**src/rtl/mcycle_pkg.sv**
```systemverilog
// Shared definitions for the MCycle two-port arbiter: operation codes and FSM state encoding.
package mcycle_pkg;

    localparam logic [1:0] MUL_S = 2'b00;
    localparam logic [1:0] MUL_U = 2'b01;
    localparam logic [1:0] DIV_S = 2'b10;
    localparam logic [1:0] DIV_U = 2'b11;

    typedef enum logic [1:0] {
        IDLE  = 2'd0,
        ISSUE = 2'd1,
        WAIT  = 2'd2,
        RESP  = 2'd3
    } arb_state_e;

endpackage

```
**src/rtl/mcycle_arbiter_if.sv**
```systemverilog
// Bundle of the two requester ports, the shared response and the MCycle-side signals.
interface mcycle_arbiter_if #(
    parameter int unsigned WIDTH = 32
);
    logic             req0;
    logic [1:0]       op0;
    logic [WIDTH-1:0] a0;
    logic [WIDTH-1:0] b0;
    logic             gnt0;
    logic             done0;

    logic             req1;
    logic [1:0]       op1;
    logic [WIDTH-1:0] a1;
    logic [WIDTH-1:0] b1;
    logic             gnt1;
    logic             done1;

    logic [WIDTH-1:0] resp_result1;
    logic [WIDTH-1:0] resp_result2;
    logic             busy;

    logic             mc_start;
    logic [1:0]       mc_op;
    logic [WIDTH-1:0] mc_operand1;
    logic [WIDTH-1:0] mc_operand2;
    logic [WIDTH-1:0] mc_result1;
    logic [WIDTH-1:0] mc_result2;
    logic             mc_busy;

    // arbiter view
    modport slave (
        input  req0, op0, a0, b0, req1, op1, a1, b1,
        input  mc_result1, mc_result2, mc_busy,
        output gnt0, gnt1, done0, done1, resp_result1, resp_result2, busy,
        output mc_start, mc_op, mc_operand1, mc_operand2
    );

    // requesters plus MCycle view
    modport master (
        output req0, op0, a0, b0, req1, op1, a1, b1,
        output mc_result1, mc_result2, mc_busy,
        input  gnt0, gnt1, done0, done1, resp_result1, resp_result2, busy,
        input  mc_start, mc_op, mc_operand1, mc_operand2
    );

endinterface

```
**src/rtl/rr_arb2.sv**
```systemverilog
// Combinational two-way round-robin pick; on a tie the requester that did not win last time wins.
module rr_arb2 (
    input  logic req0,
    input  logic req1,
    input  logic last_gnt,
    output logic gnt0,
    output logic gnt1
);

    assign gnt0 = req0 & (~req1 | last_gnt);
    assign gnt1 = req1 & (~req0 | ~last_gnt);

endmodule

```
**src/rtl/mcycle_arbiter.sv**
```systemverilog
// Shares one MCycle multiply/divide unit between two requesters and sequences its Start/Busy protocol.
module mcycle_arbiter
    import mcycle_pkg::*;
#(
    parameter int unsigned WIDTH = 32
) (
    input  logic           CLK,
    input  logic           RESET,
    mcycle_arbiter_if.slave bus
);

    arb_state_e       state;
    logic             owner;
    logic             last_gnt;
    logic             pick0;
    logic             pick1;
    logic             gnt0;
    logic             gnt1;
    logic [1:0]       op_q;
    logic [WIDTH-1:0] opnd1_q;
    logic [WIDTH-1:0] opnd2_q;
    logic [WIDTH-1:0] res1_q;
    logic [WIDTH-1:0] res2_q;
    logic             start_q;
    logic             busy_q;
    logic             done0_q;
    logic             done1_q;

    rr_arb2 u_rr (
        .req0     (bus.req0),
        .req1     (bus.req1),
        .last_gnt (last_gnt),
        .gnt0     (pick0),
        .gnt1     (pick1)
    );

    // grants exist only in IDLE and never while reset is applied
    assign gnt0 = (state == IDLE) & ~RESET & pick0;
    assign gnt1 = (state == IDLE) & ~RESET & pick1;

    always_ff @(posedge CLK) begin
        if (RESET) begin
            state    <= IDLE;
            owner    <= 1'b0;
            last_gnt <= 1'b1;
            op_q     <= 2'b00;
            opnd1_q  <= '0;
            opnd2_q  <= '0;
            res1_q   <= '0;
            res2_q   <= '0;
            start_q  <= 1'b0;
            busy_q   <= 1'b0;
            done0_q  <= 1'b0;
            done1_q  <= 1'b0;
        end else begin
            done0_q <= 1'b0;
            done1_q <= 1'b0;
            case (state)
                IDLE: begin
                    if (gnt0 | gnt1) begin
                        op_q     <= gnt1 ? bus.op1 : bus.op0;
                        opnd1_q  <= gnt1 ? bus.a1  : bus.a0;
                        opnd2_q  <= gnt1 ? bus.b1  : bus.b0;
                        owner    <= gnt1;
                        last_gnt <= gnt1;
                        start_q  <= 1'b1;
                        busy_q   <= 1'b1;
                        state    <= ISSUE;
                    end
                end
                ISSUE: begin
                    // drop Start as soon as MCycle has taken it so it cannot restart
                    if (bus.mc_busy) begin
                        start_q <= 1'b0;
                        state   <= WAIT;
                    end
                end
                WAIT: begin
                    if (!bus.mc_busy) begin
                        res1_q  <= bus.mc_result1;
                        res2_q  <= bus.mc_result2;
                        done0_q <= ~owner;
                        done1_q <= owner;
                        state   <= RESP;
                    end
                end
                RESP: begin
                    busy_q <= 1'b0;
                    state  <= IDLE;
                end
                default: state <= IDLE;
            endcase
        end
    end

    assign bus.gnt0         = gnt0;
    assign bus.gnt1         = gnt1;
    assign bus.done0        = done0_q;
    assign bus.done1        = done1_q;
    assign bus.resp_result1 = res1_q;
    assign bus.resp_result2 = res2_q;
    assign bus.busy         = busy_q;
    assign bus.mc_start     = start_q;
    assign bus.mc_op        = op_q;
    assign bus.mc_operand1  = opnd1_q;
    assign bus.mc_operand2  = opnd2_q;

endmodule

```
**src/flat_wrapper.sv**
```systemverilog
// flat-port wrapper written by rule: the top's interface ports become plain ports
module mcycle_arbiter_flat import mcycle_pkg::*;
#(
    parameter int unsigned WIDTH = 32
)
  (CLK, RESET, bus_req0, bus_op0, bus_a0, bus_b0, bus_req1, bus_op1, bus_a1, bus_b1, bus_mc_result1, bus_mc_result2, bus_mc_busy, bus_gnt0, bus_gnt1, bus_done0, bus_done1, bus_resp_result1, bus_resp_result2, bus_busy, bus_mc_start, bus_mc_op, bus_mc_operand1, bus_mc_operand2);
  mcycle_arbiter_if #(.WIDTH(WIDTH)) bus_i ();
  input  logic CLK;
  input  logic RESET;
  input wire logic [$bits(bus_i.req0)-1:0] bus_req0;
  input wire logic [$bits(bus_i.op0)-1:0] bus_op0;
  input wire logic [$bits(bus_i.a0)-1:0] bus_a0;
  input wire logic [$bits(bus_i.b0)-1:0] bus_b0;
  input wire logic [$bits(bus_i.req1)-1:0] bus_req1;
  input wire logic [$bits(bus_i.op1)-1:0] bus_op1;
  input wire logic [$bits(bus_i.a1)-1:0] bus_a1;
  input wire logic [$bits(bus_i.b1)-1:0] bus_b1;
  input wire logic [$bits(bus_i.mc_result1)-1:0] bus_mc_result1;
  input wire logic [$bits(bus_i.mc_result2)-1:0] bus_mc_result2;
  input wire logic [$bits(bus_i.mc_busy)-1:0] bus_mc_busy;
  output wire logic [$bits(bus_i.gnt0)-1:0] bus_gnt0;
  output wire logic [$bits(bus_i.gnt1)-1:0] bus_gnt1;
  output wire logic [$bits(bus_i.done0)-1:0] bus_done0;
  output wire logic [$bits(bus_i.done1)-1:0] bus_done1;
  output wire logic [$bits(bus_i.resp_result1)-1:0] bus_resp_result1;
  output wire logic [$bits(bus_i.resp_result2)-1:0] bus_resp_result2;
  output wire logic [$bits(bus_i.busy)-1:0] bus_busy;
  output wire logic [$bits(bus_i.mc_start)-1:0] bus_mc_start;
  output wire logic [$bits(bus_i.mc_op)-1:0] bus_mc_op;
  output wire logic [$bits(bus_i.mc_operand1)-1:0] bus_mc_operand1;
  output wire logic [$bits(bus_i.mc_operand2)-1:0] bus_mc_operand2;
  assign bus_i.req0 = bus_req0;
  assign bus_i.op0 = bus_op0;
  assign bus_i.a0 = bus_a0;
  assign bus_i.b0 = bus_b0;
  assign bus_i.req1 = bus_req1;
  assign bus_i.op1 = bus_op1;
  assign bus_i.a1 = bus_a1;
  assign bus_i.b1 = bus_b1;
  assign bus_i.mc_result1 = bus_mc_result1;
  assign bus_i.mc_result2 = bus_mc_result2;
  assign bus_i.mc_busy = bus_mc_busy;
  assign bus_gnt0 = bus_i.gnt0;
  assign bus_gnt1 = bus_i.gnt1;
  assign bus_done0 = bus_i.done0;
  assign bus_done1 = bus_i.done1;
  assign bus_resp_result1 = bus_i.resp_result1;
  assign bus_resp_result2 = bus_i.resp_result2;
  assign bus_busy = bus_i.busy;
  assign bus_mc_start = bus_i.mc_start;
  assign bus_mc_op = bus_i.mc_op;
  assign bus_mc_operand1 = bus_i.mc_operand1;
  assign bus_mc_operand2 = bus_i.mc_operand2;
  mcycle_arbiter #(.WIDTH(WIDTH)) u_core (.CLK(CLK), .RESET(RESET), .bus(bus_i));
endmodule
```
**config.mk**
```make
export PLATFORM = sky130hd
export DESIGN_NAME = mcycle_arbiter_flat
export DESIGN_NICKNAME = d
export VERILOG_FILES = /design/src/rtl/mcycle_pkg.sv /design/src/rtl/mcycle_arbiter_if.sv /design/src/rtl/rr_arb2.sv /design/src/rtl/mcycle_arbiter.sv /design/src/flat_wrapper.sv
export SDC_FILE = /design/constraint.sdc
export NUM_CORES = 1
export LEC_CHECK = 0
export CORE_MARGIN = 3
export CORE_UTILIZATION = 35
export DETAILED_ROUTE_END_ITERATION = 12
export HOLD_SLACK_MARGIN = 0.06
export PLACE_DENSITY = 0.79
export RECOVER_POWER = 25
export SKIP_LAST_GASP = 1
export SYNTH_ARGS = -nofsm -noshare
export SYNTH_HDL_FRONTEND = slang
export SYNTH_SLANG_ARGS = --single-unit
```
**constraint.sdc**
```tcl
create_clock -name CLK -period 1.9 [get_ports CLK]
set_clock_uncertainty 0.1 [all_clocks]
set_input_delay 0.38 -clock CLK [delete_from_list [all_inputs] [get_ports CLK]]
set_output_delay 0.38 -clock CLK [all_outputs]
set_load 0.005 [all_outputs]
```
==> results.toml <==
[setup_path]
crit_fanout = 2
path_cells = "inv_2 -> ha_4 -> buf_6 -> nand3b_1 -> nor2_1 -> buf_2"
worstPathArrival_ps = 1410
crit_required_ps = 1420
crit_path_top_delay_cell = "dfxtp_2"
path_delay_family = "flip-flops"
reg2regPathDepth = 8
path_depth = 6
startpoint_type = "register"
path_buf_inv = 3
crit_type = "register to output pin"
cp_slowest_stage_delay_ps = 320
cp-end-kind = "output pin"

[detailed_routing]
wl_met2_mm = 11.4
drtIter0Drc = 378
vias = 6988
routedWlPerCell_um = 18.1
firstDrtPassIters = 5
top_layer = "met5"
viasPerCell = 5.47
drtAntennaViolNets = 0
met1Wirelength_mm = 8.89
finalWirelength_mm = 23.1
route.met3.wl_mm = 2.36
drc = 0

[yosys]
synth_xor_area_frac = 0
yosysWarnings = 0
syn_nets = 931
synth_compound_area_frac = 0.308
yosysSeqAreaShare = 0.448
synth_edf_count = 0
synth_cells = 725
syn_area_per_cell_um2 = 8.50
synth_cell_types = 36
synth-seq-cells = 138
synth_top_area_share = 0.448
synth_area_leaders = "dfxtp_1 45%, a21oi_1 11%, a311oi_2 9.7%"
yosys.area.top_type = "dfxtp_1"
async_flop_share = 0
synth_ff_type = "dfxtp_1"
synth_top_family_by_area = "compound AO/OA/AOI/OAI gates"
synth-simple-area-share = 0.163
netlist_area_mm2 = 0.00616
synthMuxAreaShare = 0.00162
synth_fa_ha_area_frac = 0.0102

[clock_tree]
cts_hold_buf = 0
cts_tree = "done"
htreeDepth = 4
cts_buffers = 17
clock-sinks = 138
root_buffer = "clkbuf_16"
cts_max_path_buffers = 2
clk_latency_ps = 410
clk_transition_reported_paths_ps = 60

[timing]
setup_viol = 0
slew_headroom = 0.317
rsz0062_at_grt = "true"
hold_viol_final = 0
min_period_over_period = 0.996
worst_slew_pin_slew_ps = 1020
fin_crit_ps = 1890
fmax_ghz = 0.529
timing.final.max_slew_violations = 0
fin_ws_ps = 7.90

[global_routing]
grt_antenna_before_repair = 2
track_usage = 0.223
grt_overflow = 0
grt_first_pass_wirelength_mm = 35.4
grt_max_degree = 77
grt_pass1_vias = 6767

[cells_and_area]
syn_to_final_growth_pct = 71.8
stdcell_count = 1277
layout.nets = 1249
drive_gt1_frac = 0.135

[placed_design]
post-place-ws_ps = -316
hpwl_mm = 16.0
io_buffers = 336
dp_cells = 1236
gp_congestion = 0.857

[power_and_ir_drop]
peakVddDrop_mv = 0.628
intPower_w = 0.00774
power.switching_w = 0.00402
power_frac_comb = 0.414
p_per_area_mw_per_mm2 = 1110
leakage_nw = 3.72
clkPwrFrac = 0.265
pwr-share-seq = 0.321
p_sw_frac = 0.342

[floorplan]
die_x_um = 139
dieArea_mm2 = 0.0192
core_area_mm2 = 0.0169
ios = 337
start_util = 0.365
die_h_um = 139
core.rowCount = 47

[flow_run]
cap_violations = 0

[hold_path]
min_path_type = "register to register"
holdPathStages = 1

[outcome]
status = "completed"
## layout make-up
type	count	area, µm²
Fill cell	1422	6290
Timing Repair Buffer	387	3960
Multi-Input combinational cell	494	3010
Sequential cell	138	2770
Clock buffer	17	425
Tap cell	220	275
Clock inverter	15	129
Inverter	5	18.8
Antenna cell	1	2.50
## synthesized netlist by cell type (6+ instances only)
library cell / number
a311oi_2: 40
clkbuf_1: 53
buf_2: 19
buf_1: 7
buf_6: 6
nand2_1: 130
a311oi_1: 26
nand4_1: 66
dfxtp_1: 138
o21ai_0: 63
a21oi_1: 135
## kinds of logic (layout without fill, tap and decap cells)
| family | after synthesis | in the layout |
|---|---|---|
| buffers and inverters | 93 | 424 |
| other | 0 | 1 |
| and+or+nand+nor | 212 | 212 |
| DFF | 138 | 138 |
| adders and majority gates | 5 | 5 |
| muxes | 1 | 1 |
| AOI/OAI and AO/OA | 276 | 276 |
## repair_timing
item	4_1_cts	5_1_grt
resized for setup	22	7
setup buffers	5	1
endpoints found under the setup margin	34	66
pin swaps	3	3
gates cloned	1	3
## power by group through the flow
stage	sequential (W)	clock [W]	combinational [W]
after CTS	0.00379	0.00319	0.00480
after global placement	0.00381	0	0.00450
after detailed placement	0.00383	0	0.00457
final	0.00378	0.00311	0.00487
after floorplan	0.00386	0	0.00223
after global routing	0.00385	0.00331	0.00527
## metal layers
| metal | GRT usage | up-vias |
|---|---|---|
| li1 | - | 3315 |
| met1 | 0.249 | 3258 |
| met2 | 0.387 | 374 |
| met3 | 0.0866 | 39 |
| met4 | 0.0814 | 2 |
| met5 | 0 | - |
## through the flow
step | setup TNS (ps) | utilization | hold slack (ps) | area (µm²) | total power, W
5_1_grt | -135 | 0.627 | 340 | 10600 | 0.0124
6_report | 0 | 0.627 | 331 | 10600 | 0.0118
3_3_place_gp | -13840 | 0.583 | 306 | 9840 | 0.00831
2_1_floorplan | 0 | - | 301 | 6160 | 0.00609
4_1_cts | -25.6 | 0.622 | 327 | 10500 | 0.0118
3_5_place_dp | -16000 | 0.583 | 317 | 9840 | 0.00840
## cells in the final DEF, fill, tap and decap left out, types with 2 or more instances in the layout
master / instances
nand4_1: 66
inv_1: 3
dlygate4sd3_1: 61
dfxtp_2: 2
inv_6: 6
ha_1: 3
buf_16: 2
clkdlybuf4s50_1: 271
nor2b_4: 2
buf_6: 3
nand2_1: 129
a211oi_1: 2
buf_4: 35
buf_2: 2
buf_12: 9
inv_2: 2
clkinv_4: 3
a311oi_2: 40
clkbuf_16: 20
or2_2: 2
a21oi_1: 135
nor3_1: 2
o21ai_1: 6
clkinvlp_4: 3
a311oi_1: 26
inv_8: 2
o21ai_0: 62
dfxtp_1: 136
## state kept, by name, summed over array words and instances (netlist names), 2 cells and up
name and count:
u_core.bus.mc_op 2, u_core.bus.mc_operand1 32, u_core.bus.mc_operand2 32, u_core.bus.resp_result1 32
u_core.bus.resp_result2 32, u_core.state 2
## path summary, 6_finish.rpt
kind | to | start | slack [ps]
max | bus_gnt1 | u_core.state[0]$_SDFFE_PP0P_ | 8
max reg2reg | u_core.bus.mc_operand1[1]$_SDFFE_PP0P_ | u_core.state[0]$_SDFFE_PP0P_ | 70
min | u_core.bus.done0$_SDFF_PP0_ | u_core.owner$_SDFFE_PP0P_ | 330
min reg2reg | u_core.bus.done0$_SDFF_PP0_ | u_core.owner$_SDFFE_PP0P_ | 330
## worst reg2reg max path: stages (launching register included)
cell and delay [ps]:
dfxtp_2 330, inv_2 50, ha_4 160, buf_6 110, nand3b_1 110, buf_4 260, buf_4 210, o21ai_0 100
a311oi_1 300
Note: power is estimated with default switching activity, not from simulation.
